--- src/rtl/pipeline_adder.sv ---
// Two-stage pipelined signed three-operand adder: S = A + B + C, two edges after sampling.
// Define PIPELINE_ADDER_SAT_EN for exact-width saturating arithmetic with the ovf flag.
module pipeline_adder #(
  parameter int unsigned WIDTH = 32
) (
  input  logic             clk,
  input  logic             rst,
  input  logic [WIDTH-1:0] A,
  input  logic [WIDTH-1:0] B,
  input  logic [WIDTH-1:0] C,
  output logic [WIDTH-1:0] S,
  output logic [WIDTH-1:0] debug_sum_stage1,
  output logic [WIDTH-1:0] debug_C_stage1
`ifdef PIPELINE_ADDER_SAT_EN
  ,
  output logic             ovf
`endif
);

  localparam logic [WIDTH-1:0] SMAX = {1'b0, {(WIDTH-1){1'b1}}};
  localparam logic [WIDTH-1:0] SMIN = {1'b1, {(WIDTH-1){1'b0}}};

  logic [WIDTH-1:0] c_stage1_d, c_stage1_q;
  logic [WIDTH-1:0] s_d, s_q;

`ifdef PIPELINE_ADDER_SAT_EN
  // Stage 1 keeps the exact A+B; clamping only affects the debug view.
  logic [WIDTH:0]   sum_stage1_d, sum_stage1_q;
  logic [WIDTH+1:0] exact2;
  logic             ovf_d, ovf_q;

  always_comb begin
    sum_stage1_d = '0;
    c_stage1_d   = '0;
    if (rst) begin
      sum_stage1_d = {A[WIDTH-1], A} + {B[WIDTH-1], B};
      c_stage1_d   = C;
    end
  end

  always_comb begin
    exact2 = {sum_stage1_q[WIDTH], sum_stage1_q} + {{2{c_stage1_q[WIDTH-1]}}, c_stage1_q};
    s_d    = '0;
    ovf_d  = 1'b0;
    if (rst) begin
      if ((exact2[WIDTH+1] == exact2[WIDTH]) && (exact2[WIDTH] == exact2[WIDTH-1])) begin
        s_d = exact2[WIDTH-1:0];
      end else begin
        s_d   = exact2[WIDTH+1] ? SMIN : SMAX;
        ovf_d = 1'b1;
      end
    end
  end

  always_comb begin
    if (sum_stage1_q[WIDTH] == sum_stage1_q[WIDTH-1]) begin
      debug_sum_stage1 = sum_stage1_q[WIDTH-1:0];
    end else begin
      debug_sum_stage1 = sum_stage1_q[WIDTH] ? SMIN : SMAX;
    end
  end

  always_ff @(posedge clk) begin
    ovf_q <= ovf_d;
  end

  assign ovf = ovf_q;
`else
  logic [WIDTH-1:0] sum_stage1_d, sum_stage1_q;

  always_comb begin
    sum_stage1_d = '0;
    c_stage1_d   = '0;
    s_d          = '0;
    if (rst) begin
      sum_stage1_d = A + B;
      c_stage1_d   = C;
      s_d          = sum_stage1_q + c_stage1_q;
    end
  end

  assign debug_sum_stage1 = sum_stage1_q;
`endif

  // rst is folded into the _d terms, so these flops load 0 on a reset edge.
  always_ff @(posedge clk) begin
    sum_stage1_q <= sum_stage1_d;
    c_stage1_q   <= c_stage1_d;
    s_q          <= s_d;
  end

  assign debug_C_stage1 = c_stage1_q;
  assign S              = s_q;

endmodule

--- config.mk ---
export PLATFORM = sky130hd
export DESIGN_NAME = pipeline_adder
export DESIGN_NICKNAME = d
export VERILOG_FILES = /design/src/rtl/pipeline_adder.sv
export SDC_FILE = /design/constraint.sdc
export NUM_CORES = 1
export LEC_CHECK = 0
export ABC_AREA = 1
export CORE_MARGIN = 2
export CORE_UTILIZATION = 40
export DETAILED_ROUTE_END_ITERATION = 10
export GPL_ROUTABILITY_DRIVEN = 0
export HOLD_SLACK_MARGIN = 0.15
export PLACE_DENSITY = 0.67
export SLEW_MARGIN = 20
export SYNTH_ARGS = -nofsm -noshare
export SYNTH_HDL_FRONTEND = slang
export SYNTH_SLANG_ARGS = --single-unit
--- constraint.sdc ---
create_clock -name clk -period 2.85 [get_ports clk]
set_input_delay 0.57 -clock clk [delete_from_list [all_inputs] [get_ports clk]]
set_output_delay 0.57 -clock clk [all_outputs]
set_load 0.01 [all_outputs]
==> flow_metrics.py, run 1 <==
metrics = {
    "drt": {
        "wl_met2_microns": 10640,
        "drt_iter0_drc": 465,
        "dr_wl_met3_microns": 749,
        "firstDrtPassIters": 7,
        "ant_nets": 0,
        "wl_met1_microns": 9762,
        "wl_per_cell_microns": 13.19,
        "viasPerCell": 4.660,
        "highest_layer": "met4",
        "drc_errors": 0,
        "routed_wl_microns": 21950,
        "num_vias": 7754,
    },
    "sta": {
        "setup_tns_ns": 0,
        "fmaxAchievable_ghz": 0.4333,
        "fin_crit_sh_pct": 80.99,
        "hold_viol": 0,
        "setup_ws_ns": 0.5419,
        "hold_ws_ns": 0.5650,
        "slew-limit-headroom_pct": 68.25,
        "skew_ns": 0.01064,
        "rsz0062_at_grt": "no",
        "finalSetupViolCount": 0,
        "drv_slew": 0,
        "min_period_ns": 2.308,
        "tightestPinTransition_ns": 0.4763,
    },
    "place": {
        "placed_area_sq_um": 9497,
        "io_buffers": 193,
        "hpwl_microns": 18640,
        "dpl.cell_count": 1649,
        "dp_slack_ns": 0.2117,
    },
    "final_layout": {
        "layout_commonest_cell": "nand2_1",
        "fill_cells": 1832,
        "final_cell_mix": "nand2_1 (461), inv_1 (248), clkdlybuf4s50_1 (192)",
        "area_delta_synth_final_pct": 34.06,
        "nets": 1593,
        "final_cell_area_sq_um": 9799,
        "antenna_cells": 0,
        "final_layout_size_suffix_gt1_share_pct": 4.878,
        "stdcell_count": 1664,
    },
    "worst_setup_path": {
        "cp-start-kind": "input port",
        "cp.required_ns": 3.10,
        "r2r-end": "S[28]",
        "crit_fanout": 4,
        "critical_path_class": "in -> reg",
        "cp_common_cell": "nand3_1",
        "path_cells": "clkdlybuf4s50_1 -> ha_1 -> fa_1 -> nand3_1 -> nand3_1 -> nand3_1 -> nand3_1 -> nand2_1 -> nand3_1 -> nand2_1 -> nor2_1",
        "critPathSlowestCell": "fa_1",
        "r2r_slack_ns": 0.77,
        "rr_startpoint": "debug_sum_stage1[0]",
        "rr_worst_depth": 10,
        "end_kind": "flip-flop",
        "critPathMaxStageDelay_ns": 0.45,
        "cp.arrival_ns": 2.56,
    },
    "clocking": {
        "post_cts_resized": 0,
        "cts_setup_buffers": 0,
        "cts_max_level": 3,
        "clockBufferDepth": 2,
        "insertion_delay_ns": 0.36,
        "hold_buffers": 0,
        "clock-root-buffer": "clkbuf_16",
        "cts_made_buffers": 9,
        "cts.sinks": 96,
        "cts.clk_slew.worst_paths_ns": 0.07,
        "cts_tree": "yes",
    },
    "floorplanning": {
        "ios": 194,
        "initial_utilization_pct": 40.69,
        "chipWidth_microns": 139.2,
        "rows": 49,
        "core_sq_um": 17960,
        "die-height_microns": 139.2,
        "dieArea_sq_um": 19370,
    },
    "global_routing": {
        "antenna_found_initial": 0,
        "grt_pass1_wl_microns": 35430,
        "grt_pass1_vias": 7225,
        "grt_usage_pct": 22.66,
        "overflow": 0,
        "grt_max_degree": 42,
    },
    "pwr": {
        "p_per_area_nw_per_um2": 448.9,
        "p_sw_uw": 1514,
        "power_leakage_uw": 0.005494,
        "power_frac_comb_pct": 36.1,
        "p_clk_share_pct": 28.4,
        "vdd_ir_drop_max_mv": 0.5055,
        "pwr-share-seq_pct": 35.5,
        "internal-power_uw": 2886,
        "switching_share_pct": 34.40,
    },
    "status": {
        "status": "finished, final reports clean",
    },
    "flow_run": {
        "maxCapViolCount": 0,
    },
    "min_path": {
        "hold_path_depth": 3,
        "hold_end": "S[0]",
        "hold_start": "debug_C_stage1[0]",
        "hold_class": "reg -> reg",
    },
    "synth": {
        "yosysTopAreaCell": "dfxtp_1",
        "yosys_warnings": 0,
        "syn_avg_cell_area_sq_um": 5.919,
        "synth_nets": 1397,
        "synth_top_area_share_pct": 26.29,
        "synthTopCellsByArea": "dfxtp_1 (26%), nand2_1 (24%), inv_1 (13%)",
        "synth_seq_cells": 96,
        "ys_seq_area_share_pct": 26.29,
        "syn_inst": 1235,
        "synth.distinct_cells": 27,
        "netlist_area_sq_um": 7310,
    },
}
-- synth_stat cells --
master      n
nand2_1   461
inv_1     248
nor2_1    104
dfxtp_1    96
a21oi_1    82
ha_1       62
nand3_1    52
o21ai_0    21
nand2_2    17
and2_1     10
nand4_1    10
nor2_2     10
nor3_2     10
o21bai_1   10
nand3_2     8
clkbuf_1    6
inv_2       5
nor3_1      4
xnor2_1     4
o21a_1      3
a21o_1      2
a21oi_2     2
and3_1      2
buf_4       2
fa_1        2
buf_2       1
buf_6       1
-- how the worst max path moves through the flow --
stage	start	end	slack, ns	depth (start not counted)
floorplan	A[0]	debug_sum_stage1[16]	0.87	10
global placement	A[0]	debug_sum_stage1[20]	0.28	11
detailed placement	A[0]	debug_sum_stage1[16]	0.21	11
CTS	A[0]	debug_sum_stage1[28]	0.59	11
global route	A[0]	debug_sum_stage1[20]	0.39	12
finish	A[0]	debug_sum_stage1[28]	0.54	11
-- cell type report --
type / instances / area, sq um / area share (%)
Multi-Input combinational cell: 876 / 4384 / 44.74
Timing Repair Buffer: 195 / 1954 / 19.94
Sequential cell: 96 / 1922 / 19.61
Inverter: 253 / 949.7 / 9.691
Tap cell: 229 / 286.5 / 2.924
Clock buffer: 10 / 239.0 / 2.439
Clock inverter: 5 / 63.81 / 0.6512
-- registers in the layout, indices dropped and copies added, names as in the netlist --
name / cells
S: 32
debug_C_stage1: 32
debug_sum_stage1: 32
-- per-stage QoR --
stage	power (uW)	utilization, %
after floorplan	2478	-
after global placement	3157	52.87
after detailed placement	3167	52.87
after CTS	4415	54.55
after global routing	4664	54.55
final	4399	54.55
-- worst max-delay path, delay by kind of cell --
kind,cells,cell delay (ns)
fa+ha+maj,2,0.71
simple gates,8,0.85
buf+inv,1,0.42
-- kinds of logic after synthesis --
logic type | Yosys count | share of synthesized area, %
compound gates | 120 | 8.832
xor+xnor | 4 | 0.4792
fa+ha+maj | 64 | 11.16
buf+inv | 263 | 13.73
flops | 96 | 26.29
simple gates | 688 | 39.51
-- routing by layer --
metal,vias up,global-route usage [%]
li1,4155,-
met5,-,0
met4,0,10.58
met3,44,1.519
met2,201,39.80
met1,3354,28.38
-- power by group through the flow --
stage / clock network [uW] / registers (uW) / logic (uW)
floorplan: 0 / 1640 / 839
global placement: 0 / 1590 / 1570
detailed placement: 0 / 1590 / 1570
CTS: 1270 / 1560 / 1580
global route: 1320 / 1580 / 1770
finish: 1250 / 1560 / 1590
(Power assumes the default switching activity.)
==> run 2, diff against run 1 <==
--- a/config.mk
+++ b/config.mk
@@ -11,7 +11,7 @@
 export DETAILED_ROUTE_END_ITERATION = 10
 export GPL_ROUTABILITY_DRIVEN = 0
 export HOLD_SLACK_MARGIN = 0.15
-export PLACE_DENSITY = 0.67
+export PLACE_DENSITY = 0.7
 export SLEW_MARGIN = 20
 export SYNTH_ARGS = -nofsm -noshare
 export SYNTH_HDL_FRONTEND = slang
==> constraint.sdc (replaced) <==
create_clock -name clk -period 1.95 [get_ports clk]
set_input_delay 0.39 -clock clk [delete_from_list [all_inputs] [get_ports clk]]
set_output_delay 0.39 -clock clk [all_outputs]
set_load 0.01 [all_outputs]
==> flow_metrics.py, run 2 (synthesized netlist as in run 1, its figures left out) <==
metrics = {
    "final_layout": {
        "area_delta_synth_final_pct": 44.69,
        "antenna_cells": 0,
        "final_cell_area_sq_um": 10580,
        "final_layout_size_suffix_gt1_share_pct": 12.50,
        "nets": 1653,
        "layout_commonest_cell": "nand2_1",
        "final_cell_mix": "nand2_1 (450), inv_1 (247), clkdlybuf4s50_1 (190)",
    },
    "sta": {
        "skew_ns": 0.009360,
        "finalSetupViolCount": 0,
        "setup_tns_ns": 0,
        "slew-limit-headroom_pct": 73.29,
        "min_period_ns": 1.854,
        "drv_slew": 0,
        "tightestPinTransition_ns": 0.4007,
        "rsz0062_at_grt": "yes",
        "fmaxAchievable_ghz": 0.5395,
        "hold_viol": 0,
        "hold_ws_ns": 0.3082,
        "fin_crit_sh_pct": 95.06,
    },
    "global_routing": {
        "grt_pass1_vias": 7455,
        "grt_usage_pct": 22.42,
        "grt_max_degree": 52,
        "overflow": 0,
        "grt_pass1_wl_microns": 35110,
        "antenna_found_initial": 0,
    },
    "clocking": {
        "insertion_delay_ns": 0.35,
        "clockBufferDepth": 2,
        "clock-root-buffer": "clkbuf_16",
        "cts_max_level": 3,
        "cts_tree": "yes",
        "cts_made_buffers": 9,
        "cts.clk_slew.worst_paths_ns": 0.07,
        "cts.sinks": 96,
        "hold_buffers": 0,
    },
    "drt": {
        "firstDrtPassIters": 8,
        "drt_iter0_drc": 510,
        "ant_nets": 0,
        "viasPerCell": 4.663,
        "wl_per_cell_microns": 12.95,
        "num_vias": 8043,
        "drc_errors": 0,
        "routed_wl_microns": 22330,
    },
    "worst_setup_path": {
        "r2r_slack_ns": 0.1,
        "cp.arrival_ns": 2.10,
        "critical_path_class": "reg -> reg",
        "cp.required_ns": 2.20,
        "rr_worst_depth": 9,
        "rr_startpoint": "debug_sum_stage1[24]",
        "end_kind": "flip-flop",
        "cp-start-kind": "flip-flop",
        "crit_fanout": 5,
        "r2r-end": "S[31]",
        "crit_start": "debug_sum_stage1[24]",
        "crit_end": "S[31]",
    },
    "pwr": {
        "p_per_area_nw_per_um2": 621.2,
        "vdd_ir_drop_max_mv": 0.3493,
        "power_leakage_uw": 0.005829,
    },
    "min_path": {
        "hold_class": "in -> reg",
    },
    "place": {
        "placed_area_sq_um": 9910,
        "hpwl_microns": 18540,
        "io_buffers": 193,
    },
    "status": {
        "status": "finished, final reports clean",
    },
    "floorplanning": {
        "rows": 49,
        "ios": 194,
        "chipWidth_microns": 139.2,
        "core_sq_um": 17960,
        "die-height_microns": 139.2,
        "initial_utilization_pct": 40.69,
        "dieArea_sq_um": 19370,
    },
    "flow_run": {
        "maxCapViolCount": 0,
    },
}
run 2: worst min-delay path by stage:
| stage | slack [ns] | end | from | cells past startpoint |
|---|---|---|---|---|
| after floorplan | 0.48 | debug_C_stage1[16] | C[16] | 2 |
| after global placement | 0.54 | S[0] | debug_C_stage1[0] | 3 |
| after detailed placement | 0.55 | S[0] | debug_C_stage1[0] | 3 |
| after CTS | 0.31 | debug_sum_stage1[0] | rst | 3 |
| after global routing | 0.33 | debug_sum_stage1[0] | rst | 3 |
| final | 0.31 | debug_C_stage1[0] | rst | 3 |
run 2: what timing repair did:
| item | 4_1_cts | 5_1_grt |
|---|---|---|
| setup buffers | 0 | 5 |
| gates resized for setup | 2 | 63 |
| endpoints found under the setup margin | 3 | 31 |
| pin swaps | 0 | 9 |
run 2: critical path, stage by stage, from the launching register on:
cell and delay (ns):
dfxtp_1 0.35, ha_1 0.43, nand2_1 0.14, nor2_2 0.13
inv_1 0.09, nor3_2 0.17, and2_1 0.15, nand2_1 0.09
a21oi_1 0.14, nor2_1 0.05
run 2: per-stage QoR:
stage | std cells | total power [uW] | setup WS [ns] | utilization [%]
finish | 1725 | 6570 | 0.09626 | 58.88
CTS | 1720 | 6466 | 0.009445 | 56.82
global placement | 1704 | 4743 | -0.3470 | 55.16
global route | 1725 | 6962 | -0.02489 | 58.88
floorplan | 1235 | 3621 | 0.1532 | -
detailed placement | 1704 | 4763 | -0.3928 | 55.16
run 2: cell type report:
class / instances / area (sq um)
clock inverters: 5 / 38.79
flip-flops and latches: 96 / 1922
repair buffers: 255 / 2410
fillers: 1691 / 7387
well taps: 229 / 286.5
clock buffers: 11 / 242.7
inverters: 253 / 949.7
multi-input cells: 876 / 4727
run 2: layer usage:
layer | wire (microns) | global-route usage (%) | vias up | share of wire, %
met4 | 638 | 7.018 | 0 | 2.9
met3 | 1030 | 1.865 | 46 | 4.6
met5 | 0 | 0 | - | 0
met2 | 11200 | 41.43 | 253 | 50
li1 | - | - | 4279 | -
met1 | 9466 | 27.55 | 3465 | 42
run 2: report_power, final:
group | internal (uW) | total [uW] | switching (uW)
registers | 2170 | 2280 | 111
logic | 1210 | 2590 | 1380
clock network | 910 | 1700 | 791
total | 4290 | 6570 | 2280
==> run 3, diff against run 2 <==
--- a/config.mk
+++ b/config.mk
@@ -11,8 +11,10 @@
 export DETAILED_ROUTE_END_ITERATION = 10
 export GPL_ROUTABILITY_DRIVEN = 0
 export HOLD_SLACK_MARGIN = 0.15
+export MAX_ROUTING_LAYER = met4
 export PLACE_DENSITY = 0.7
 export SLEW_MARGIN = 20
 export SYNTH_ARGS = -nofsm -noshare
 export SYNTH_HDL_FRONTEND = slang
 export SYNTH_SLANG_ARGS = --single-unit
+export TNS_END_PERCENT = 20
==> flow_metrics.py, run 3 (synthesized netlist as in run 1, its figures left out) <==
metrics = {
    "floorplanning": {
        "initial_utilization_pct": 40.69,
        "ios": 194,
        "dieArea_sq_um": 19370,
        "chipWidth_microns": 139.2,
        "core_sq_um": 17960,
        "rows": 49,
        "die-height_microns": 139.2,
    },
    "pwr": {
        "p_per_area_nw_per_um2": 623.9,
        "power_leakage_uw": 0.005803,
        "vdd_ir_drop_max_mv": 0.3497,
    },
    "global_routing": {
        "grt_usage_pct": 23.08,
        "grt_pass1_wl_microns": 35090,
        "overflow": 0,
        "grt_max_degree": 52,
        "grt_pass1_vias": 7438,
        "antenna_found_initial": 0,
    },
    "drt": {
        "wl_per_cell_microns": 12.96,
        "drt_iter0_drc": 509,
        "ant_nets": 0,
        "viasPerCell": 4.652,
        "routed_wl_microns": 22310,
        "drc_errors": 0,
        "firstDrtPassIters": 5,
        "num_vias": 8010,
    },
    "place": {
        "io_buffers": 193,
        "hpwl_microns": 18540,
    },
    "sta": {
        "fmaxAchievable_ghz": 0.5277,
        "tightestPinTransition_ns": 0.4034,
        "fin_crit_sh_pct": 97.17,
        "drv_slew": 0,
        "min_period_ns": 1.895,
        "hold_ws_ns": 0.3072,
        "slew-limit-headroom_pct": 73.11,
        "hold_viol": 0,
        "skew_ns": 0.01069,
        "rsz0062_at_grt": "yes",
        "finalSetupViolCount": 0,
    },
    "worst_setup_path": {
        "critPathTopFamily": "simple AND/OR/NAND/NOR gates",
        "crit_fanout": 4,
        "critical_path_class": "in -> reg",
        "critPathSlowestCell": "clkdlybuf4s50_1",
        "end_kind": "flip-flop",
        "path_cells": "clkdlybuf4s50_1 -> ha_4 -> nand2_1 -> nand2_1 -> a21oi_1 -> nand3_1 -> nand2_1 -> nand3_1 -> nand2_1 -> nor2_1",
        "cp-start-kind": "input port",
        "critPathMaxStageDelay_ns": 0.51,
        "rr_startpoint": "debug_sum_stage1[24]",
        "cp.required_ns": 2.20,
        "crit_start": "B[8]",
        "cp.arrival_ns": 2.14,
        "cp_common_cell": "nand2_1",
        "critPathBufInv": 1,
    },
    "final_layout": {
        "fill_cells": 1701,
        "area_delta_synth_final_pct": 43.80,
        "layout_commonest_cell": "nand2_1",
        "final_cell_mix": "nand2_1 (452), inv_1 (248), clkdlybuf4s50_1 (191)",
        "multi_input_area_sq_um": 4687,
        "final_layout_size_suffix_gt1_share_pct": 11.79,
        "antenna_cells": 0,
        "postLayoutCoreUtil_pct": 58.51,
        "seq_area_sq_um": 1922,
        "nets": 1650,
    },
    "status": {
        "status": "finished, final reports clean",
    },
    "clocking": {
        "cts.sinks": 96,
        "cts.clk_slew.worst_paths_ns": 0.07,
        "cts_tree": "yes",
        "insertion_delay_ns": 0.35,
        "cts_max_level": 3,
        "clockBufferDepth": 2,
        "clock-root-buffer": "clkbuf_16",
        "cts_made_buffers": 9,
    },
    "flow_run": {
        "maxCapViolCount": 0,
    },
    "min_path": {
        "hold_class": "in -> reg",
        "hold_start": "rst",
    },
}
==> run 3: worst paths after layout <==
path	endpoint	slack (ns)	depth (start not counted)
max	debug_sum_stage1[27]	0.06	10
min	debug_C_stage1[0]	0.31	3
min reg2reg	S[0]	0.56	3
max reg2reg	S[31]	0.11	9
==> run 3: per-layer routing <==
layer | global-route usage, % | wire length (microns)
met5 | - | 0
met1 | 27.66 | 9637
met2 | 41.35 | 11160
met3 | 1.727 | 907
met4 | 7.018 | 601
==> run 3: final cells by class <==
class | instances | area share, %
Tap cell | 229 | 2.726
Clock buffer | 11 | 2.309
Sequential cell | 96 | 18.28
Clock inverter | 5 | 0.3690
Multi-Input combinational cell | 876 | 44.59
Inverter | 253 | 9.035
Timing Repair Buffer | 252 | 22.69
==> run 3: worst min-delay path: cells and delay by family <==
| kind | cells | cell delay [ns] |
|---|---|---|
| buffers and inverters | 2 | 0.17 |
| and+or+nand+nor | 1 | 0.06 |
==> run 3: what timing repair did <==
action                                  in CTS  in global routing
hold endpoints to repair                     0                  0
buffers inserted                             0                  2
pin swaps                                    0                  5
endpoints found under the setup margin       3                 31
gates resized for setup                      2                 53
hold buffers                                 0                  0
==> run 3: stage by stage <==
stage	power, uW	setup WS, ns	area [sq um]	setup TNS (ns)	std cells
finish	6558	0.05516	10510	0	1722
global route	6938	-0.03256	10510	-0.1353	1722
CTS	6466	0.009445	10210	0	1720
detailed placement	4763	-0.3928	9910	-7.365	1704
global placement	4743	-0.3470	9910	-6.528	1704
floorplan	3621	0.1532	7310	0	1235
==> run 3: where the power goes <==
part           switching [uW]  internal, uW  total, uW
registers                 111          2170       2280
logic                    1380          1200       2570
clock network             798           910       1710
